==> src/rtl/debounce_toggle_driver.sv <==
// Push-button synchronizer + debouncer emitting one t_out pulse per accepted press, with optional auto-repeat.
// Latency: press pulse DEBOUNCE_CYCLES+1 edges after btn_in is first captured; no backpressure (free-running pulse source).
module debounce_toggle_driver #(
    parameter int DEBOUNCE_CYCLES = 4,
    parameter int REPEAT_DELAY    = 16,
    parameter int REPEAT_PERIOD   = 8
) (
    input  logic clk,
    input  logic rst_n,
    input  logic btn_in,
    input  logic repeat_en,
    output logic t_out,
    output logic btn_level
);

    localparam int CNT_W   = (DEBOUNCE_CYCLES > 1) ? $clog2(DEBOUNCE_CYCLES) : 1;
    localparam int REP_MAX = (REPEAT_DELAY > REPEAT_PERIOD) ? REPEAT_DELAY : REPEAT_PERIOD;
    localparam int REP_W   = $clog2(REP_MAX);

    localparam logic [CNT_W-1:0] CNT_LAST = CNT_W'(DEBOUNCE_CYCLES - 1);
    localparam logic [CNT_W-1:0] CNT_ONE  = CNT_W'(1);
    localparam logic [REP_W-1:0] RD_LAST  = REP_W'(REPEAT_DELAY - 1);
    localparam logic [REP_W-1:0] RP_LAST  = REP_W'(REPEAT_PERIOD - 1);
    localparam logic [REP_W-1:0] REP_ONE  = REP_W'(1);

    typedef enum logic [1:0] {
        STABLE_LO = 2'd0,
        WAIT_HI   = 2'd1,
        STABLE_HI = 2'd2,
        WAIT_LO   = 2'd3
    } state_t;

    state_t           state_q, state_d;
    logic [CNT_W-1:0] cnt_q, cnt_d;
    logic [REP_W-1:0] rep_q, rep_d;
    logic             rep_phase_q, rep_phase_d;
    logic             s1_q, btn_s_q;
    logic             t_out_q, t_out_d;
    logic             btn_level_q, btn_level_d;

    always_ff @(posedge clk or negedge rst_n) begin
        if (!rst_n) begin
            state_q     <= STABLE_LO;
            cnt_q       <= '0;
            rep_q       <= '0;
            rep_phase_q <= 1'b0;
            s1_q        <= 1'b0;
            btn_s_q     <= 1'b0;
            t_out_q     <= 1'b0;
            btn_level_q <= 1'b0;
        end else begin
            state_q     <= state_d;
            cnt_q       <= cnt_d;
            rep_q       <= rep_d;
            rep_phase_q <= rep_phase_d;
            s1_q        <= btn_in;
            btn_s_q     <= s1_q;
            t_out_q     <= t_out_d;
            btn_level_q <= btn_level_d;
        end
    end

    // Any sample agreeing with the current level drops straight back to the stable state.
    always_comb begin
        state_d = state_q;
        cnt_d   = cnt_q;
        case (state_q)
            STABLE_LO: begin
                if (btn_s_q) begin
                    state_d = (DEBOUNCE_CYCLES == 1) ? STABLE_HI : WAIT_HI;
                    cnt_d   = (DEBOUNCE_CYCLES == 1) ? '0 : CNT_ONE;
                end
            end
            WAIT_HI: begin
                if (!btn_s_q) begin
                    state_d = STABLE_LO;
                    cnt_d   = '0;
                end else if (cnt_q == CNT_LAST) begin
                    state_d = STABLE_HI;
                    cnt_d   = '0;
                end else begin
                    cnt_d = cnt_q + CNT_ONE;
                end
            end
            STABLE_HI: begin
                if (!btn_s_q) begin
                    state_d = (DEBOUNCE_CYCLES == 1) ? STABLE_LO : WAIT_LO;
                    cnt_d   = (DEBOUNCE_CYCLES == 1) ? '0 : CNT_ONE;
                end
            end
            WAIT_LO: begin
                if (btn_s_q) begin
                    state_d = STABLE_HI;
                    cnt_d   = '0;
                end else if (cnt_q == CNT_LAST) begin
                    state_d = STABLE_LO;
                    cnt_d   = '0;
                end else begin
                    cnt_d = cnt_q + CNT_ONE;
                end
            end
            default: begin
                state_d = STABLE_LO;
                cnt_d   = '0;
            end
        endcase
    end

    // rep_phase_q selects between the initial delay and the steady repeat period.
    always_comb begin
        t_out_d     = 1'b0;
        btn_level_d = (state_d == STABLE_HI) || (state_d == WAIT_LO);
        rep_d       = '0;
        rep_phase_d = 1'b0;
        if ((state_q == STABLE_LO || state_q == WAIT_HI) && state_d == STABLE_HI) begin
            t_out_d = 1'b1;
        end else if (state_q == STABLE_HI && state_d == STABLE_HI && repeat_en) begin
            if (rep_q == (rep_phase_q ? RP_LAST : RD_LAST)) begin
                t_out_d     = 1'b1;
                rep_phase_d = 1'b1;
            end else begin
                rep_d       = rep_q + REP_ONE;
                rep_phase_d = rep_phase_q;
            end
        end
    end

    assign t_out     = t_out_q;
    assign btn_level = btn_level_q;

endmodule

==> config.mk <==
export PLATFORM = sky130hd
export DESIGN_NAME = debounce_toggle_driver
export DESIGN_NICKNAME = d
export VERILOG_FILES = /design/src/rtl/debounce_toggle_driver.sv
export SDC_FILE = /design/constraint.sdc
export NUM_CORES = 1
export LEC_CHECK = 0
export ABC_AREA = 1
export BUFFER_PORTS_ARGS = -buffer_cell sky130_fd_sc_hd__buf_4
export CAP_MARGIN = 10
export CORE_MARGIN = 3
export CORE_UTILIZATION = 38
export DETAILED_ROUTE_END_ITERATION = 16
export PLACE_DENSITY_LB_ADDON = 0.08
export SKIP_CTS_REPAIR_TIMING = 1
export SLEW_MARGIN = 20
export SYNTH_ARGS = -nofsm -noshare
export SYNTH_HDL_FRONTEND = slang
export SYNTH_SLANG_ARGS = --single-unit
==> constraint.sdc <==
create_clock -name clk -period 2.3 [get_ports clk]
set_input_delay 0.575 -clock clk [delete_from_list [all_inputs] [get_ports clk]]
set_output_delay 0.575 -clock clk [all_outputs]
set_load 0.005 [all_outputs]
==> results of run 1 <==
-- cells in the final DEF, fill, tap and decap left out --
cell	count
nand2_1	13
dfrtp_1	12
inv_1	11
nor2_1	9
nand3_1	5
buf_4	5
nand4_1	3
clkbuf_4	3
o21ai_0	2
ha_1	2
nand2_2	1
nor3_1	1
nor2_2	1
a21oi_1	1
clkbuf_8	1
-- synth_stat cells --
cell type | instances | area [um^2]
inv_1 | 11 | 41.3
nand2_1 | 13 | 48.8
nand3_1 | 5 | 25.0
nand2_2 | 1 | 6.26
nand4_1 | 3 | 18.8
nor3_1 | 1 | 5.00
a21oi_1 | 1 | 5.00
ha_1 | 2 | 25.0
dfrtp_1 | 12 | 300
nor2_1 | 9 | 33.8
o21ai_0 | 2 | 10.0
nor2_2 | 1 | 6.26
-- registers in the layout, summed over array words and instances, names as in the netlist --
signal and flops:
s1_q 1, t_out 1, btn_s_q 1, state_q 1, rep_q 4, cnt_q 2, btn_level 1, rep_phase_q 1
-- logic make-up after synthesis --
group           Yosys count  synth area share
simple gates             33             0.274
flops                    12             0.571
buf+inv                  11            0.0786
compound gates            3            0.0286
fa+ha+maj                 2            0.0476
-- layout make-up --
type,instances,share of cell area
tap,14,0.0284
timing repair buffer,5,0.0609
clock buffer,4,0.0588
multi-input combinational,38,0.298
inverter,11,0.0669
sequential,12,0.487
-- per-stage QoR --
| stage | setup slack (ps) | hold slack [ps] | cell area [um^2] | cells |
|---|---|---|---|---|
| after floorplan | 1300 | 279 | 526 | 61 |
| after global placement | 1190 | 335 | 581 | 80 |
| after detailed placement | 1190 | 340 | 581 | 80 |
| after CTS | 877 | 126 | 617 | 84 |
| after global routing | 842 | 111 | 617 | 84 |
| final | 892 | 129 | 617 | 84 |
-- worst register-to-register path: stages, from the launching register on --
cell	delay [ps]
dfrtp_1	410
ha_1	220
nand2_1	80
nor2_1	50
o21ai_0	140
inv_1	60
-- per-layer routing --
layer  routed length (um)  up-vias  GRT usage
met5                    0        -          0
met4                    9        0     0.0361
met3                   72        2     0.0805
met2                  338       10      0.150
met1                  387      190      0.131
li1                     -      208          -
-- final timing paths --
| check | endpoint | slack [ps] | startpoint |
|---|---|---|---|
| setup / recovery | btn_level | 890 | btn_level |
| hold / removal | rep_q[3] | 130 | rst_n |
| setup reg to reg | rep_phase_q | 1230 | rep_q[0] |
| hold reg to reg | btn_s_q | 350 | s1_q |
| max in group asynchronous | cnt_q[0] | 2020 | rst_n |
| min in group clk | btn_s_q | 350 | s1_q |
-- power by group through the flow --
stage	clock network (uW)	registers [uW]	logic, uW
after floorplan	0	280	93.6
after global routing	184	287	164
after CTS	170	281	138
after detailed placement	0	285	137
final	162	281	135
after global placement	0	283	136
==> flow_summary.toml, run 1 <==
[run_status]
status = "finished, final reports clean"

[timing]
max_freq_mhz = 710
rsz0062_at_grt = "false"
finalSetupViolations = 0
slew-limit-headroom = 0.893
fin_crit_sh = 0.612
hold_viol = 0
clock_skew_ps = 0.382
fin_crit_ps = 1410
fin_tns_setup_ps = 0
worst_pin_slew_ps = 159
slew_violations = 0

[setup_path]
cpPeakStageDelay_ps = 420
end_kind = "primary output"
crit_chain = "buf_4"
critical_path.max_fanout = 4
critPathLaunchType = "flop"
critical_path_depth = 1
critical-path-top-delay-family = "flip-flops"
critical_path_class = "reg2out"
worstPathArrival_ps = 830
rr_worst_depth = 5
worst_ep_required_time_ps = 1730
slowest_stage = "dfrtp_1"
critPathBufInv = 1

[power]
p_int_uw = 401
p_seq_frac = 0.486
combPwrFrac = 0.234
ir_worst_vdd_v = 0.000523
swShare = 0.306
switching_power_uw = 177
clkPwrFrac = 0.281
power_leakage_uw = 0.000345
total_power_uw = 578
power_density_mw_per_mm2 = 937

[drt]
ant_nets = 0
drc_errors = 0
detail_route.vias_per_cell = 4.88
vias = 410
wl_um = 808
dr.pass1.iters = 2
routedWlPerCell_um = 9.62
drt_iter0_drc = 3

[synth]
post_synth_inst_count = 61
synth-seq-cells = 12
syn_avg_cell_area_um2 = 8.61
ys_seq_area_frac = 0.571
syn_area_um2 = 526
yosysWarnings = 0
ys_types = 12
synth_fp_nets = 67

[clock_network]
clk_pin_slew_ps = 70
clk_path_buf_depth = 2
cts_max_level = 1
cts_tree = "built"
worstSkewPairLatency_ps = 270
clockRootBuffer = "clkbuf_4"
cts_buffers = 3
cts_sinks = 12

[finish]
antenna_cells = 0
drive_gt1_frac = 0.157
seqCellArea_um2 = 300
fin_nets = 77
num-fill-cells = 112
area_growth_pct = 17.4
multi_input_area_um2 = 184
post-route-util = 0.514

[global_route]
grt_max_degree = 13
grt_pass1_vias = 366
antenna_found_initial = 0
track_usage = 0.109
grt-ovfl-total = 0
grt_pass1_wl_um = 1440

[placement]
dp_hpwl_um = 641
io_buffers = 5
place_congestion = 0.764

[floorplan]
coreArea_mm2 = 0.00120
ios = 6
die_area_mm2 = 0.00186
fp.dieW_um = 43.2
die_h_um = 43.2
initial_utilization = 0.438
rows = 12

[job]
max-cap-violations = 0

[min_path]
worstHoldPathType = "in2async"
Note: power is estimated with default switching activity, not from simulation.
==> run 2: changes to the inputs <==
clock period = 1.3 ns   (was 2.3 ns; I/O delays follow)
==> run 2 against run 1 <==
Power rose by 65%. Count of clock-buffer cells in the layout fell by 1. Global-route usage rose by 0.55 points. Utilization fell by 0.31 points. Sequential share of layout area rose by 0.30 points. Largest power group unchanged. Highest routed layer unchanged.
==> flow_summary.toml, run 2 (synthesis results as in run 1) <==
[drt]
wl_um = 844
detail_route.vias_per_cell = 4.71
dr.pass1.iters = 4
drt_iter0_drc = 9
drc_errors = 0
vias = 396
routedWlPerCell_um = 10.0
ant_nets = 0

[min_path]
worstHoldPathType = "in2reg"

[power]
ir_worst_vdd_v = 0.000638
power_density_mw_per_mm2 = 1560
power_leakage_uw = 0.000342

[finish]
final_area_um2 = 613
layout_common_cells = "nand2_1 (13), dfrtp_1 (12), inv_1 (11), nor2_1 (9)"
stdcell_count = 84
fin_nets = 78
layout_commonest_cell = "nand2_1"
num-fill-cells = 111
area_growth_pct = 16.7
top_register = "rep_q"
antenna_cells = 0
drive_gt1_frac = 0.143
biggestRegsByFlops = "rep_q (4), cnt_q (2)"
largest_reg_flops = 4

[job]
max-cap-violations = 0

[clock_network]
cts_sinks = 12
clockRootBuffer = "clkbuf_4"
cts_tree = "built"
clk_path_buf_depth = 2
cts_buffers = 3
clk_pin_slew_ps = 60
cts_max_level = 1
worstSkewPairLatency_ps = 260

[global_route]
grt-ovfl-total = 0
grt_max_degree = 13
grt_pass1_vias = 397
grt_pass1_wl_um = 1560
antenna_found_initial = 0
track_usage = 0.115

[setup_path]
worstPathArrival_ps = 820
critPathLaunchType = "flop"
critical-path-top-delay-family = "flip-flops"
crit_chain = "buf_4"
critical_path_class = "reg2out"
critical_path.max_fanout = 4
end_kind = "primary output"
worst_ep_required_time_ps = 980
slowest_stage = "dfrtp_1"
cpPeakStageDelay_ps = 410
critPathBufInv = 1

[timing]
rsz0062_at_grt = "false"
slew_violations = 0
slew-limit-headroom = 0.890
fin_tns_setup_ps = 0
worst_pin_slew_ps = 164
finalSetupViolations = 0
fin_crit_sh = 0.884
hold_viol = 0
clock_skew_ps = 2.44
max_freq_mhz = 871
fin_crit_ps = 1150

[run_status]
status = "finished, final reports clean"

[floorplan]
ios = 6
die_area_mm2 = 0.00186
fp.dieW_um = 43.2
initial_utilization = 0.438
coreArea_mm2 = 0.00120
rows = 12
die_h_um = 43.2

[placement]
place_area_um2 = 581
place_congestion = 0.771
dp_hpwl_um = 648
post-place-cells = 80
io_buffers = 5
-- run 2: cell types whose count changed in the layout (fill, tap and decap cells not counted), sizes merged --
| cell | before | now |
|---|---|---|
| dlygate4sd3 | 0 | 1 |
| clkbuf | 4 | 3 |
-- run 2: final timing paths --
kind	endpoint	from	slack, ps	cells after the start
hold / removal	s1_q	btn_in	170	1
hold reg to reg	btn_s_q	s1_q	350	0
setup reg to reg	rep_q[3]	rep_q[0]	250	6
setup / recovery	btn_level	btn_level	150	1
min in group asynchronous	rep_phase_q	rst_n	430	2
max in group asynchronous	rep_q[2]	rst_n	710	2
-- run 2: metal layers --
layer	up-vias	part of all wire	wire length, um	global-route usage
li1	210	-	-	-
met1	176	0.49	410	0.140
met2	8	0.44	374	0.171
met3	2	0.058	49	0.0381
met4	0	0.011	9	0.0723
met5	-	0	0	0
-- run 2: per-stage QoR --
stage	utilization	hold slack (ps)	setup WS (ps)	total power [uW]
CTS	0.502	-117	134	968
finish	0.510	168	151	954
detailed placement	0.483	176	246	746
global placement	0.483	172	270	742
global route	0.510	149	104	1050
floorplan	-	29.4	303	661
-- run 2: area by class of cell --
cell class              count  area, um^2  share of cell area
repair buffers              6        47.5              0.0776
flip-flops and latches     12         300               0.490
inverters                  11        41.3              0.0673
well taps                  14        17.5              0.0286
multi-input cells          38         184               0.300
clock buffers               3        22.5              0.0367
-- run 2: power breakdown --
| group | switching, uW | internal [uW] |
|---|---|---|
| clock network | 104 | 107 |
| registers | 56.6 | 442 |
| logic | 143 | 101 |
